## src/rtl/frame_serial_tx.sv

```systemverilog
// Parallel-in, serial-out frame transmitter: start bit, LSB-first data,
// optional even parity, stop bit. Every output is driven straight from a flop.
module frame_serial_tx #(
  parameter int DATA_W       = 8,
  parameter int CLKS_PER_BIT = 4,
  parameter int PARITY_EN    = 1
) (
  input  logic              clk,
  input  logic              rst_n,
  input  logic              in_valid,
  output logic              in_ready,
  input  logic [DATA_W-1:0] in_data,
  output logic              tx_line,
  output logic              busy,
  output logic              done
);

  localparam logic [2:0] IDLE   = 3'd0;
  localparam logic [2:0] START  = 3'd1;
  localparam logic [2:0] DATA   = 3'd2;
  localparam logic [2:0] PARITY = 3'd3;
  localparam logic [2:0] STOP   = 3'd4;

  // The +1 keeps both counters at least one bit wide when a parameter is 1.
  localparam int CW = $clog2(CLKS_PER_BIT + 1);
  localparam int BW = $clog2(DATA_W + 1);

  localparam logic [CW-1:0] CYC_LAST = CW'(CLKS_PER_BIT - 1);
  localparam logic [BW-1:0] BIT_LAST = BW'(DATA_W - 1);

  function automatic logic even_parity(input logic [DATA_W-1:0] word);
    even_parity = ^word;
  endfunction

  logic [2:0]        state;
  logic [CW-1:0]     cyc_cnt;
  logic [BW-1:0]     bit_cnt;
  logic [DATA_W-1:0] shreg;
  logic [DATA_W-1:0] shreg_nxt;
  logic              par;
  logic              bit_end;

  assign shreg_nxt = shreg >> 1;
  assign bit_end   = (cyc_cnt == CYC_LAST);

  always_ff @(posedge clk or negedge rst_n) begin
    if (!rst_n) begin
      state    <= IDLE;
      cyc_cnt  <= '0;
      bit_cnt  <= '0;
      shreg    <= '0;
      par      <= 1'b0;
      tx_line  <= 1'b1;
      in_ready <= 1'b1;
      busy     <= 1'b0;
      done     <= 1'b0;
    end else begin
      done <= 1'b0;
      case (state)
        IDLE: begin
          cyc_cnt <= '0;
          bit_cnt <= '0;
          if (in_valid && in_ready) begin
            shreg    <= in_data;
            par      <= even_parity(in_data);
            state    <= START;
            tx_line  <= 1'b0;
            busy     <= 1'b1;
            in_ready <= 1'b0;
          end
        end
        START: begin
          if (bit_end) begin
            cyc_cnt <= '0;
            state   <= DATA;
            tx_line <= shreg[0];
          end else begin
            cyc_cnt <= cyc_cnt + CW'(1);
          end
        end
        DATA: begin
          if (bit_end) begin
            cyc_cnt <= '0;
            shreg   <= shreg_nxt;
            if (bit_cnt == BIT_LAST) begin
              bit_cnt <= '0;
              if (PARITY_EN != 0) begin
                state   <= PARITY;
                tx_line <= par;
              end else begin
                state   <= STOP;
                tx_line <= 1'b1;
              end
            end else begin
              bit_cnt <= bit_cnt + BW'(1);
              tx_line <= shreg_nxt[0];
            end
          end else begin
            cyc_cnt <= cyc_cnt + CW'(1);
          end
        end
        PARITY: begin
          if (bit_end) begin
            cyc_cnt <= '0;
            state   <= STOP;
            tx_line <= 1'b1;
          end else begin
            cyc_cnt <= cyc_cnt + CW'(1);
          end
        end
        STOP: begin
          if (bit_end) begin
            // The done cycle is already IDLE with in_ready high, so a new
            // word can be taken without an extra turnaround cycle.
            cyc_cnt  <= '0;
            state    <= IDLE;
            tx_line  <= 1'b1;
            busy     <= 1'b0;
            in_ready <= 1'b1;
            done     <= 1'b1;
          end else begin
            cyc_cnt <= cyc_cnt + CW'(1);
          end
        end
        default: begin
          state    <= IDLE;
          cyc_cnt  <= '0;
          bit_cnt  <= '0;
          tx_line  <= 1'b1;
          busy     <= 1'b0;
          in_ready <= 1'b1;
        end
      endcase
    end
  end

endmodule

```

## config.mk

```make
export PLATFORM = sky130hd
export DESIGN_NAME = frame_serial_tx
export DESIGN_NICKNAME = d
export VERILOG_FILES = /design/src/rtl/frame_serial_tx.sv
export SDC_FILE = /design/constraint.sdc
export NUM_CORES = 1
export LEC_CHECK = 0
export BUFFER_PORTS_ARGS = -buffer_cell sky130_fd_sc_hd__buf_2
export CORE_ASPECT_RATIO = 0.6
export CORE_MARGIN = 2
export CORE_UTILIZATION = 30
export CTS_BUF_LIST = sky130_fd_sc_hd__clkbuf_4 sky130_fd_sc_hd__clkbuf_8
export CTS_CLUSTER_DIAMETER = 60
export DETAILED_ROUTE_END_ITERATION = 10
export PLACE_DENSITY_LB_ADDON = 0.08
export RECOVER_POWER = 25
export SLEW_MARGIN = 10
export SYNTH_ARGS = -nofsm -noshare
export SYNTH_HDL_FRONTEND = slang
export SYNTH_SLANG_ARGS = --single-unit
export TNS_END_PERCENT = 20
```

## constraint.sdc

```tcl
create_clock -name clk -period 2.6 [get_ports clk]
set_input_delay 0.13 -clock clk [delete_from_list [all_inputs] [get_ports clk]]
set_output_delay 0.13 -clock clk [all_outputs]
set_load 0.05 [all_outputs]
```

==> results.md <==
### Outcome
- finished, final reports clean — status

### Critical path
- state[0] — source of the critical timing path
- 2.79 ns — required time of the critical path
- 16 — highest fanout seen on the critical path
- state[0] — reg-to-reg startpoint
- 1.98 ns — arrival time worst endpoint
- register to register — category of the critical setup timing path
- register — Critical Path End Type
- register — startpoint kind of the worst setup timing path

### STA
- 0.00428 ns — final clock skew
- 0 — count of final hold-check violations
- 0.144 ns — smallest hold slack
- 0 — final setup fails
- 0.558 GHz — maximum frequency from static timing analysis
- 1.79 ns — time the final worst path needs with I/O delays and setup
- 1.25 ns — Worst Max-Slew Pin Slew
- 68.9% — Final Cycle Share
- 0.809 ns — setup slack after layout
- no — unrepaired setup endpoints after global routing
- 0 ns — setup TNS after final layout
- 0 — max-slew violation count
- 16.9% — headroom to the max-slew limit

### Place
- 1300 um2 — Cell Area, Placed
- 14 — number of port buffers
- 0.823 ns — setup slack after placement
- 0.794 — final weighted congestion of routability-driven global placement
- 2.02 mm — final HPWL from detailed placement

### Worst hold path
- primary input to register — class of the most critical hold timing path
- in_data[7] — Worst Hold Launch

### Global routing
- 0 — antenna violations before repair
- 24 — pin count of the biggest net entering global routing
- 4.45 mm — global-route wire length before repair
- 13.2% — all-layer global routing usage
- 855 — vias in the first global route
- 0 — aggregate global routing overflow

### CTS
- 0 — total setup buffers inserted after CTS
- done — TritonCTS clock tree
- 23 — total number of clock tree sinks
- 2 — maximum number of buffers from clock root to sink
- 0.08 ns — clock slew at reported path FFs
- 3 — Num CTS Buffers
- sky130_fd_sc_hd__clkbuf_8 — library cell used as clock root buffer
- 0.26 ns — insertion delay to the later sink of the worst-skew pair
- 1 — H-tree Lvls

### Synthesis
- 124 — instance count of the mapped netlist
- sky130_fd_sc_hd__dfrtp_1 — Most used DFF post-synth
- 0 — Post-synth EDFFs
- 48.6% — sequential area share after synthesis
- 23 — flip-flop and latch count after synthesis
- 137 — Syn Nets
- 0 — warnings from Yosys
- 100% — proportion of register bits with asynchronous set or reset after synthesis
- 1190 um2 — cell area after synthesis
- 37 — unique cell type count in the Yosys netlist
- 9.59 um2 — Mean Syn Cell Area

### Floorplan
- 15 — io pins
- 52.8 um — Die Y
- 3740 um2 — placeable core region
- 85.3 um — horizontal die dimension
- 4500 um2 — Die ar.
- 17 — number of rows created at floorplan
- 31.8% — effective utilization at floorplan

### Drt
- 14.2 um — wire length per cell
- 57 — drt first-iter violations
- 0 — number of DRC violations after detailed routing
- 2.62 mm — total wire length
- 0 — number of antenna-violating nets in the routed design
- 4 — iteration count of the initial detailed-routing pass
- 917 — routed via count
- 4.96 — vias per cell

### Final layout
- 152 — net count reported at finish
- 578 um2 — Reg area
- 18.1% — ratio of cells with drive above 1 in the final layout
- 1360 um2 — Final Instance Area
- 564 um2 — area used by multi-input combinational logic
- 14.0% — area growth from synthesis to layout
- 0 — Ant. Diodes
- 390 — Filler Cell Count

### Pwr
- 0.590 nW — leakage power total
- 0.210 mV — worst voltage drop across the vdd grid
- 0.773 mW — total power
- 571 nW/um2 — power per cell area

### Job
- 0 — number of violations of the max-capacitance limit

## where the power goes
| part | leakage, nW | switching, mW | internal [mW] | total (mW) |
|---|---|---|---|---|
| combinational | 0.276 | 0.0742 | 0.0516 | 0.126 |
| sequential | 0.287 | 0.0289 | 0.390 | 0.419 |
| clock | 0.0262 | 0.109 | 0.120 | 0.228 |
| total | 0.590 | 0.212 | 0.561 | 0.773 |
## cell type report
class                   count  share of cell area (%)
flip-flops and latches     23                    42.7
well taps                  47                    4.34
inverters                   5                    1.39
multi-input cells          90                    41.6
clock buffers               4                    3.60
repair buffers             16                    6.37
## logic make-up (layout without fill, tap and decap cells)
group,Yosys count,after routing,share of synthesized area [%]
AND/OR/NAND/NOR,49,49,21.2
AO/OA/AOI/OAI,28,28,15.8
flip-flops,23,23,48.6
buffers and inverters,11,25,3.89
XOR/XNOR,9,9,6.63
adder cells (fa/ha/maj),2,2,2.10
multiplexers,2,2,1.79
## repair_timing
action	in CTS	in global routing
endpoints found under the hold margin	21	0
gates resized for setup	0	0
hold buffers	1	0
## worst max-delay path, cell delays in order, from the launching register on
cell and delay [ns]:
sky130_fd_sc_hd__dfrtp_1 0.63, sky130_fd_sc_hd__or3b_2 0.25, sky130_fd_sc_hd__o221ai_1 0.17, sky130_fd_sc_hd__or4b_1 0.53, sky130_fd_sc_hd__o22ai_1 0.14
## per-layer routing
metal | share of wire [%] | GRT usage, % | wire length, um | vias to the layer above
met5 | 0 | 0 | 0 | -
met2 | 39 | 15.4 | 1030 | 15
met3 | 3.0 | 3.94 | 78 | 0
met1 | 58 | 21.8 | 1510 | 440
met4 | 0 | 3.17 | 0 | 0
li1 | - | - | - | 462
## cells in the mapped netlist (2+ instances only)
cell type	count	share of area, %
sky130_fd_sc_hd__nor2_1	22	6.9
sky130_fd_sc_hd__dfrtp_1	21	44
sky130_fd_sc_hd__o22ai_1	10	5.3
sky130_fd_sc_hd__xnor2_1	7	5.2
sky130_fd_sc_hd__nand2_1	6	1.9
sky130_fd_sc_hd__a21oi_1	5	2.1
sky130_fd_sc_hd__inv_1	5	1.6
sky130_fd_sc_hd__clkbuf_1	4	1.3
sky130_fd_sc_hd__nand3_1	4	1.7
sky130_fd_sc_hd__a22oi_1	3	1.9
sky130_fd_sc_hd__nor3b_1	3	1.9
sky130_fd_sc_hd__o21ai_0	3	1.3
sky130_fd_sc_hd__dfstp_2	2	4.4
sky130_fd_sc_hd__ha_1	2	2.1
sky130_fd_sc_hd__nand2b_1	2	1.1
sky130_fd_sc_hd__nand3b_1	2	1.3
sky130_fd_sc_hd__or3_1	2	1.1
sky130_fd_sc_hd__xor2_1	2	1.5
## path summary, 6_finish.rpt
kind | to | slack [ns] | cells past startpoint
min in group asynchronous | cyc_cnt[2] | 0.66 | 2
hold reg to reg | cyc_cnt[0] | 0.44 | 1
setup / recovery | bit_cnt[3] | 0.81 | 4
setup reg to reg | bit_cnt[3] | 0.81 | 4
max in group asynchronous | state[1] | 1.21 | 2
hold / removal | shreg[7] | 0.14 | 3
## sequential cells by signal, summed over array words and instances (netlist names)
name / cells
par: 1
tx_line: 1
busy: 1
shreg: 8
done: 1
cyc_cnt: 3
in_ready: 1
bit_cnt: 4
state: 3
## stage by stage
| stage | utilization [%] | instances |
|---|---|---|
| 2_1_floorplan | - | 124 |
| 3_3_place_gp | 34.7 | 180 |
| 3_5_place_dp | 34.7 | 180 |
| 4_1_cts | 36.2 | 185 |
| 5_1_grt | 36.2 | 185 |
| 6_report | 36.2 | 185 |
## placed cells by master, fill, tap and decap left out, types with 2 or more instances in the layout
cell type	Yosys	routed
sky130_fd_sc_hd__or3_1	2	2
sky130_fd_sc_hd__buf_2	1	13
sky130_fd_sc_hd__nand3_1	4	4
sky130_fd_sc_hd__dfstp_2	2	2
sky130_fd_sc_hd__nand3b_1	2	2
sky130_fd_sc_hd__nand2b_1	2	2
sky130_fd_sc_hd__ha_1	2	2
sky130_fd_sc_hd__nor2_1	22	22
sky130_fd_sc_hd__xnor2_1	7	7
sky130_fd_sc_hd__nand2_1	6	6
sky130_fd_sc_hd__inv_1	5	5
sky130_fd_sc_hd__xor2_1	2	2
sky130_fd_sc_hd__nor3b_1	3	3
sky130_fd_sc_hd__clkbuf_8	0	3
sky130_fd_sc_hd__dfrtp_1	21	21
sky130_fd_sc_hd__a22oi_1	3	3
sky130_fd_sc_hd__o21ai_0	3	3
sky130_fd_sc_hd__o22ai_1	10	10
sky130_fd_sc_hd__a21oi_1	5	5
No activity file was read; power rests on OpenSTA's default activity.
